## src/rtl/dooz_auto_player.sv

```systemverilog
// Automatic Dooz (tic-tac-toe) opponent: snapshots the board on its turn, scans for a
// winning line, then a blocking line, then falls back to a fixed cell preference order.
module dooz_auto_player #(
  parameter int THINK_DELAY = 0,
  parameter int USE_BLOCK   = 1
) (
  input  logic       clk,
  input  logic       reset,
  input  logic       my_turn,
  input  logic [8:0] own_board,
  input  logic [8:0] opp_board,
  output logic [3:0] move,
  output logic       move_valid,
  output logic       busy,
  output logic       no_move
);

  typedef enum logic [2:0] {
    IDLE       = 3'd0,
    SCAN_WIN   = 3'd1,
    SCAN_BLOCK = 3'd2,
    PICK       = 3'd3,
    WAIT       = 3'd4,
    HOLD       = 3'd5
  } state_t;

  localparam logic        DELAYED      = (THINK_DELAY > 0) ? 1'b1 : 1'b0;
  localparam state_t      CHOSEN_STATE = DELAYED ? WAIT : HOLD;
  localparam logic [15:0] WAIT_LAST    = 16'((THINK_DELAY > 0) ? (THINK_DELAY - 1) : 0);

  // Three cell numbers (1..9) of line ln, packed {a, b, c}.
  function automatic logic [11:0] line_cells(input logic [2:0] ln);
    case (ln)
      3'd0:    line_cells = {4'd1, 4'd2, 4'd3};
      3'd1:    line_cells = {4'd4, 4'd5, 4'd6};
      3'd2:    line_cells = {4'd7, 4'd8, 4'd9};
      3'd3:    line_cells = {4'd1, 4'd4, 4'd7};
      3'd4:    line_cells = {4'd2, 4'd5, 4'd8};
      3'd5:    line_cells = {4'd3, 4'd6, 4'd9};
      3'd6:    line_cells = {4'd1, 4'd5, 4'd9};
      default: line_cells = {4'd3, 4'd5, 4'd7};
    endcase
  endfunction

  // Empty cell completing two of 'mine' on line ln, or 0 when the line is not a hit.
  function automatic logic [3:0] line_hit(input logic [8:0] mine, input logic [8:0] occ,
                                          input logic [2:0] ln);
    logic [11:0] c;
    logic [3:0]  a, b, d;
    logic        ma, mb, md, ea, eb, ed;
    c  = line_cells(ln);
    a  = c[11:8];
    b  = c[7:4];
    d  = c[3:0];
    ma = mine[a - 4'd1];
    mb = mine[b - 4'd1];
    md = mine[d - 4'd1];
    ea = ~occ[a - 4'd1];
    eb = ~occ[b - 4'd1];
    ed = ~occ[d - 4'd1];
    if (mb && md && ea)      line_hit = a;
    else if (ma && md && eb) line_hit = b;
    else if (ma && mb && ed) line_hit = d;
    else                     line_hit = 4'd0;
  endfunction

  // First empty cell in preference order 5,1,3,7,9,2,4,6,8; 0 when the board is full.
  function automatic logic [3:0] pick_cell(input logic [8:0] occ);
    if (!occ[4])      pick_cell = 4'd5;
    else if (!occ[0]) pick_cell = 4'd1;
    else if (!occ[2]) pick_cell = 4'd3;
    else if (!occ[6]) pick_cell = 4'd7;
    else if (!occ[8]) pick_cell = 4'd9;
    else if (!occ[1]) pick_cell = 4'd2;
    else if (!occ[3]) pick_cell = 4'd4;
    else if (!occ[5]) pick_cell = 4'd6;
    else if (!occ[7]) pick_cell = 4'd8;
    else              pick_cell = 4'd0;
  endfunction

  state_t      state_q, state_d;
  logic [2:0]  line_q, line_d;
  logic [8:0]  own_q, own_d, opp_q, opp_d;
  logic [3:0]  move_q, move_d;
  logic        move_valid_q, move_valid_d;
  logic        busy_q, busy_d;
  logic        no_move_q, no_move_d;
  logic [15:0] cnt_q, cnt_d;
  logic [8:0]  occ_s;
  logic [3:0]  win_cell_s, blk_cell_s, pick_cell_s;

  assign occ_s       = own_q | opp_q;
  assign win_cell_s  = line_hit(own_q, occ_s, line_q);
  assign blk_cell_s  = line_hit(opp_q, occ_s, line_q);
  assign pick_cell_s = pick_cell(occ_s);

  // Next-state and registered-output logic.
  always_comb begin
    state_d      = state_q;
    line_d       = line_q;
    own_d        = own_q;
    opp_d        = opp_q;
    move_d       = move_q;
    move_valid_d = move_valid_q;
    busy_d       = busy_q;
    no_move_d    = 1'b0;
    cnt_d        = cnt_q;
    case (state_q)
      IDLE: begin
        move_valid_d = 1'b0;
        busy_d       = 1'b0;
        if (my_turn) begin
          own_d   = own_board;
          opp_d   = opp_board;
          line_d  = 3'd0;
          busy_d  = 1'b1;
          state_d = SCAN_WIN;
        end else begin
          state_d = IDLE;
        end
      end
      SCAN_WIN, SCAN_BLOCK: begin
        if (!my_turn) begin
          busy_d  = 1'b0;
          state_d = IDLE;
        end else if ((state_q == SCAN_WIN) && (win_cell_s != 4'd0)) begin
          move_d       = win_cell_s;
          cnt_d        = 16'd0;
          move_valid_d = ~DELAYED;
          busy_d       = DELAYED;
          state_d      = CHOSEN_STATE;
        end else if ((state_q == SCAN_BLOCK) && (blk_cell_s != 4'd0)) begin
          move_d       = blk_cell_s;
          cnt_d        = 16'd0;
          move_valid_d = ~DELAYED;
          busy_d       = DELAYED;
          state_d      = CHOSEN_STATE;
        end else if (line_q == 3'd7) begin
          line_d  = 3'd0;
          state_d = ((state_q == SCAN_WIN) && (USE_BLOCK != 0)) ? SCAN_BLOCK : PICK;
        end else begin
          line_d = line_q + 3'd1;
        end
      end
      PICK: begin
        if (!my_turn) begin
          busy_d  = 1'b0;
          state_d = IDLE;
        end else if (pick_cell_s != 4'd0) begin
          move_d       = pick_cell_s;
          cnt_d        = 16'd0;
          move_valid_d = ~DELAYED;
          busy_d       = DELAYED;
          state_d      = CHOSEN_STATE;
        end else begin
          no_move_d = 1'b1;
          busy_d    = 1'b0;
          state_d   = IDLE;
        end
      end
      WAIT: begin
        if (!my_turn) begin
          busy_d  = 1'b0;
          state_d = IDLE;
        end else if (cnt_q == WAIT_LAST) begin
          move_valid_d = 1'b1;
          busy_d       = 1'b0;
          state_d      = HOLD;
        end else begin
          cnt_d = cnt_q + 16'd1;
        end
      end
      HOLD: begin
        busy_d = 1'b0;
        if (!my_turn) begin
          move_valid_d = 1'b0;
          state_d      = IDLE;
        end else begin
          move_valid_d = 1'b1;
        end
      end
      default: begin
        move_valid_d = 1'b0;
        busy_d       = 1'b0;
        state_d      = IDLE;
      end
    endcase
  end

  // State and output registers.
  always_ff @(posedge clk or negedge reset) begin
    if (!reset) begin
      state_q      <= IDLE;
      line_q       <= 3'd0;
      own_q        <= 9'd0;
      opp_q        <= 9'd0;
      move_q       <= 4'd0;
      move_valid_q <= 1'b0;
      busy_q       <= 1'b0;
      no_move_q    <= 1'b0;
      cnt_q        <= 16'd0;
    end else begin
      state_q      <= state_d;
      line_q       <= line_d;
      own_q        <= own_d;
      opp_q        <= opp_d;
      move_q       <= move_d;
      move_valid_q <= move_valid_d;
      busy_q       <= busy_d;
      no_move_q    <= no_move_d;
      cnt_q        <= cnt_d;
    end
  end

  assign move       = move_q;
  assign move_valid = move_valid_q;
  assign busy       = busy_q;
  assign no_move    = no_move_q;

endmodule

```

## config.mk

```make
export PLATFORM = sky130hd
export DESIGN_NAME = dooz_auto_player
export DESIGN_NICKNAME = d
export VERILOG_FILES = /design/src/rtl/dooz_auto_player.sv
export SDC_FILE = /design/constraint.sdc
export NUM_CORES = 1
export LEC_CHECK = 0
export ABC_AREA = 1
export CAP_MARGIN = 30
export CORE_MARGIN = 3
export CORE_UTILIZATION = 60
export CTS_CLUSTER_DIAMETER = 50
export DETAILED_ROUTE_END_ITERATION = 16
export MAX_ROUTING_LAYER = met4
export PLACE_DENSITY = 0.82
export SYNTH_ARGS = -nofsm -noshare
export SYNTH_HDL_FRONTEND = slang
export SYNTH_SLANG_ARGS = --single-unit
```

## constraint.sdc

```tcl
create_clock -name clk -period 6.48 [get_ports clk]
set_input_delay 1.944 -clock clk [delete_from_list [all_inputs] [get_ports clk]]
set_output_delay 1.944 -clock clk [all_outputs]
set_load 0.02 [all_outputs]
```

* After elaboration in Yosys (flattened, before gate mapping)
Index checks and enable logic that the tools add are counted.
** Storage, ports and cells
- Flip-flop bits (word level) :: 47
- Word-level logic and storage cells :: 162
** Cells by class
- Add/sub/neg operators :: 5
- $lt $le $gt $ge :: 3
- Eq/ne operators :: 26
- Multiplexer cells :: 84
- Bitwise gates (word level) :: 4
- Reductions and logical operators :: 31
** Operators by type and width (number)
- 16-bit two-way mux :: 7
- 4-bit two-way mux :: 20
- 11-bit case mux with 7 select lines :: 1
- 16-bit case mux with 3 select lines :: 1
- 3-bit two-way mux :: 14
- 1-bit binary-select mux with 4-bit select :: 9
- 1-bit two-way mux :: 27
- 2-bit != test (second input constant) :: 10
- 3-bit equality test (second input constant) :: 6
- 16-bit by 1-bit adder with 16-bit output (second input constant) :: 1
- 16-bit zero test :: 1
- 4-bit by 5-bit < comparator with 1-bit output (second input constant) :: 3
- 3-bit case mux with 5 select lines :: 1
- 1-bit logical AND :: 14
- 3-bit by 2-bit equality test with 1-bit output (second input constant) :: 4
- 4-bit nonzero test :: 3
- 4-bit by 1-bit subtractor with 4-bit output (second input constant) :: 3
- 5-bit AND reduction :: 2
- 9-bit bitwise OR :: 1
- 4-bit case mux with 2 select lines :: 1
- 7-bit AND reduction :: 1
- 3-bit by 1-bit equality test with 1-bit output (second input constant) :: 2
- 3-bit zero test :: 2
- 3-bit != test (second input constant) :: 2
- 13 further kinds :: 17

* Longest topological paths before layout
- Depth in word-level cells :: 16
- Mapped depth :: 33
- Mapped depth without buffers :: 29

* Worst setup path after synthesis
OpenSTA, ideal clock, no wires.
- Path type :: flip-flop to flip-flop
- Start :: register line_q[0]
- End :: register cnt_q[10]
- Library setup time :: 0.117 ns
- Data arrival time :: 3.478 ns
- Required time :: 6.363 ns
- Path slack :: 2.885 ns
- Stages on the path, launching flop included :: 28
- Buffers on the path :: 3
- Cell sequence :: dfrtp_1 -> ha_1 -> ha_1 -> nor2_1 -> nand2_2 -> nand3_2 -> buf_6 -> buf_6 -> inv_1 -> ha_1 -> inv_1 -> nand3_1 -> nor2_1 -> nor2_1 -> nand2_1 -> a21oi_4 -> nand3_1 -> a21oi_2 -> nor2_2 -> nand2_4 -> nand2_4 -> nand3_4 -> nand2_4 -> inv_4 -> nand2_4 -> buf_6 -> nand2_1 -> nand2_1
** On the way
- Word-level cells in the longest chain between the ends :: 15
** Ends and longest elaborated chain
- start: declaration :: RTL line 82 : logic [2:0] line_q, line_d;
- start signal: assignment :: RTL line 204 : line_q <= line_d;
- 3-bit equality test, or another cell as far along :: RTL line 33 : case (ln)
- 11-bit case mux with 7 select lines (*) :: RTL line 33
- 4-bit by 1-bit subtractor with 4-bit output, on equally long branches
- 1-bit binary-select mux with 4-bit select, on equally long branches :: RTL line 55, 56, 60
- 1-bit two-way mux, on equally long branches :: RTL line 55, 56, 60
- 1-bit logical AND or 1-bit NOT (tied branches) :: RTL line 63, 60
- 1-bit logical AND :: RTL line 63 : else if (ma && mb && ed) line_hit = d;
- 4-bit two-way mux :: RTL line 63
- 4-bit two-way mux :: RTL line 62 : else if (ma && md && eb) line_hit = b;
- 4-bit two-way mux :: RTL line 61 : if (mb && md && ea) line_hit = a;
- 4-bit nonzero test :: RTL line 126 : end else if ((state_q == SCAN_WIN) && (win_cell_s != 4'd0)) begin
- 1-bit logical AND :: RTL line 126
- 16-bit two-way mux :: RTL line 126
- 16-bit two-way mux :: RTL line 123 : if (!my_turn) begin
- 16-bit case mux with 3 select lines :: RTL line 108 : case (state_q)
- end signal: assignment :: RTL line 211 : cnt_q <= cnt_d;
- end: declaration :: RTL line 88 : logic [15:0] cnt_q, cnt_d;
Mark *: on every way between the ends. The rest lies on a longest branch, timed or not. The select of a mux whose other input is x is not followed.
A chain may end at the register's enable or synchronous reset.

* Final worst setup path
- Start :: register line_q[2]
- End :: register cnt_q[2]
Same word-level chain as after synthesis.

==> results.toml <==
[yosys]
synth_top_area_cell = "dfrtp_1"
ys_seq_area_share_pct = 27.4
synth_area_per_cell_um2 = 6.16
netlist.area_leader.share_pct = 27.4
synth_warnings = 0
yosysUniqueCellTypes = 36
ys_ff_latch = 47
synth.net_count = 729
syn_inst = 698
synth_area_um2 = 4300
synth_area_leaders = "dfrtp_1 27%, nand2_1 21%, nand3_1 13%"

[detailed_routing]
wirelength_um = 11800
viasPerCell = 5.55
vias = 4523
drt_pre_antenna_iters = 6
wl_per_cell_um = 14.5
drtIter0Drc = 337
drc_errors = 0
drtAntennaViolNets = 0

[sta]
skew_ns = 0.00929
setup_viol = 0
tightest_slew_ns = 0.889
grt_setup_unrepaired = "no"
drv_slew = 0
timing.slew.headroom_pct = 40.3
finalCriticalPeriod_ns = 4.47
fmax_ghz = 0.224
post-route-period-util_pct = 69.0
setup_tns_ns = 0
hold_viol_final = 0

[setup_path]
worstPathMaxFanout = 31
crit_path_frequent_cell = "nand2_1"
cp.arrival_ns = 4.66
criticalPathCategory = "flop to flop"
slowest_stage = "dfrtp_1"
worstSetupStartpointType = "flop"
endpoint_kind = "flop"
required_ns = 6.67
slowest_delay_ns = 0.59

[global_route]
grt_pass1_wl_um = 20100
antenna_found_initial = 0
grt_max_degree = 38
gr-total-overflow = 0
grt_use_total_pct = 30.5
grt_pass1_vias = 4227

[place]
dp_hpwl_um = 9140
place_congestion = 0.982
portBuffers = 27

[clock_tree]
clk_path_buf_depth = 2
tritoncts = "built"
htreeDepth = 2
root_buffer = "clkbuf_8"
path_clk_slew_ns = 0.09
clock_sinks = 47
cts_setup_buffers = 0
cts_resized = 0
insertion_delay_ns = 0.30
cts_hold_buf = 0
numCtsBuffers = 5

[finish]
final_cell_mix = "240 x nand2_1, 111 x nand3_1, 76 x inv_1"
finalNetCount = 750
syn2layout_area_growth_pct = 9.58
final_common_cell = "nand2_1"
drive_above_1_share_pct = 7.51
n_antenna_cell = 0

[power]
finalPower_uw = 2840
ir_worst_vdd_mv = 0.396
leakage_uw = 0.00243
power_density_nw_per_um2 = 603

[run]
maxCapViolations = 0

[floorplan]
core_area_um2 = 6870
num_rows = 30
start_util_pct = 62.6
die-height_um = 90.6
die_w_um = 90.6
io_pins = 28
dieArea_um2 = 8210

[min_path]
hold_path.class = "flop to flop"

[run_status]
outcome = "finished clean"
final timing paths:
check	slack, ns	depth (start not counted)	to	startpoint
max	2.01	28	cnt_q[2]	line_q[2]
min	0.49	2	move[0]	move[0]
max reg2reg	2.01	28	cnt_q[2]	line_q[2]
min reg2reg	0.49	2	move[0]	move[0]
max in group asynchronous	4.34	2	line_q[0]	reset
min in group asynchronous	1.61	1	cnt_q[4]	reset
final cells by class:
type / count / area (µm²)
Tap cell: 96 / 120
Sequential cell: 47 / 1180
Fill cell: 652 / 2160
Inverter: 82 / 315
Clock inverter: 1 / 30.0
Timing Repair Buffer: 30 / 300
Multi-Input combinational cell: 553 / 2700
Clock buffer: 6 / 72.6
flip-flops by register name, summed over array words and instances, names as in the netlist:
register    count
line_q          3
move            4
opp_q           9
state_q         3
cnt_q          16
own_q           9
no_move         1
busy            1
move_valid      1
power breakdown:
part / internal (µW) / switching (µW) / total, µW
clock: 113 / 102 / 215
sequential: 373 / 76.5 / 449
combinational: 668 / 1510 / 2180
total: 1150 / 1690 / 2840
metrics by stage:
step / utilization (%) / cells / hold WS, ns / instance area, µm² / setup slack, ns
global placement: 66.8 / 807 / 0.457 / 4590 / 2.15
finish: 68.6 / 815 / 0.487 / 4710 / 2.01
detailed placement: 67.1 / 808 / 0.464 / 4610 / 2.06
floorplan: - / 698 / 0.463 / 4300 / 2.88
CTS: 68.6 / 815 / 0.485 / 4710 / 2.03
global route: 68.6 / 815 / 0.531 / 4710 / 1.46
logic make-up after synthesis:
kind of cell	count (synthesis)	synth area share [%]
adder cells (fa/ha/maj)	10	2.91
AND/OR/NAND/NOR	487	51.1
XOR/XNOR	13	2.82
AO/OA/AOI/OAI	43	5.62
flip-flops	47	27.4
buffers and inverters	98	10.2
synth_stat cells:
library cell / n
xor2_1: 10
o32ai_1: 1
inv_4: 3
inv_2: 3
nand4_1: 14
nor2_1: 72
nand3_1: 111
buf_4: 2
nor2_4: 3
nand2_1: 240
o21ai_1: 3
o21ai_2: 1
a211oi_1: 1
nor2_2: 9
buf_2: 1
nand4_2: 1
clkbuf_1: 6
dfrtp_1: 47
nor3b_1: 1
xnor2_2: 1
inv_1: 76
xnor2_1: 2
nand3_4: 2
buf_6: 7
o21ai_0: 30
nand2_2: 9
nand2_4: 5
a21oi_2: 1
a31oi_1: 1
a21oi_1: 4
nor4_1: 4
a21oi_4: 1
nand3b_1: 2
nand3_2: 3
ha_1: 10
nor3_1: 11
worst max-delay path: cells and delay by family (launching register included):
kind	cells	cell delay, ns
buffers and inverters	5	0.53
adder cells (fa/ha/maj)	2	0.64
AND/OR/NAND/NOR	21	2.59
flip-flops	1	0.59
per-layer routing:
metal	vias to the layer above	GRT usage, %	share of wire [%]
li1	2271	-	-
met1	2053	39.6	43
met2	170	49.1	48
met3	29	5.33	6.6
met4	0	8.55	2.4
met5	-	-	0
(Power assumes the default switching activity.)
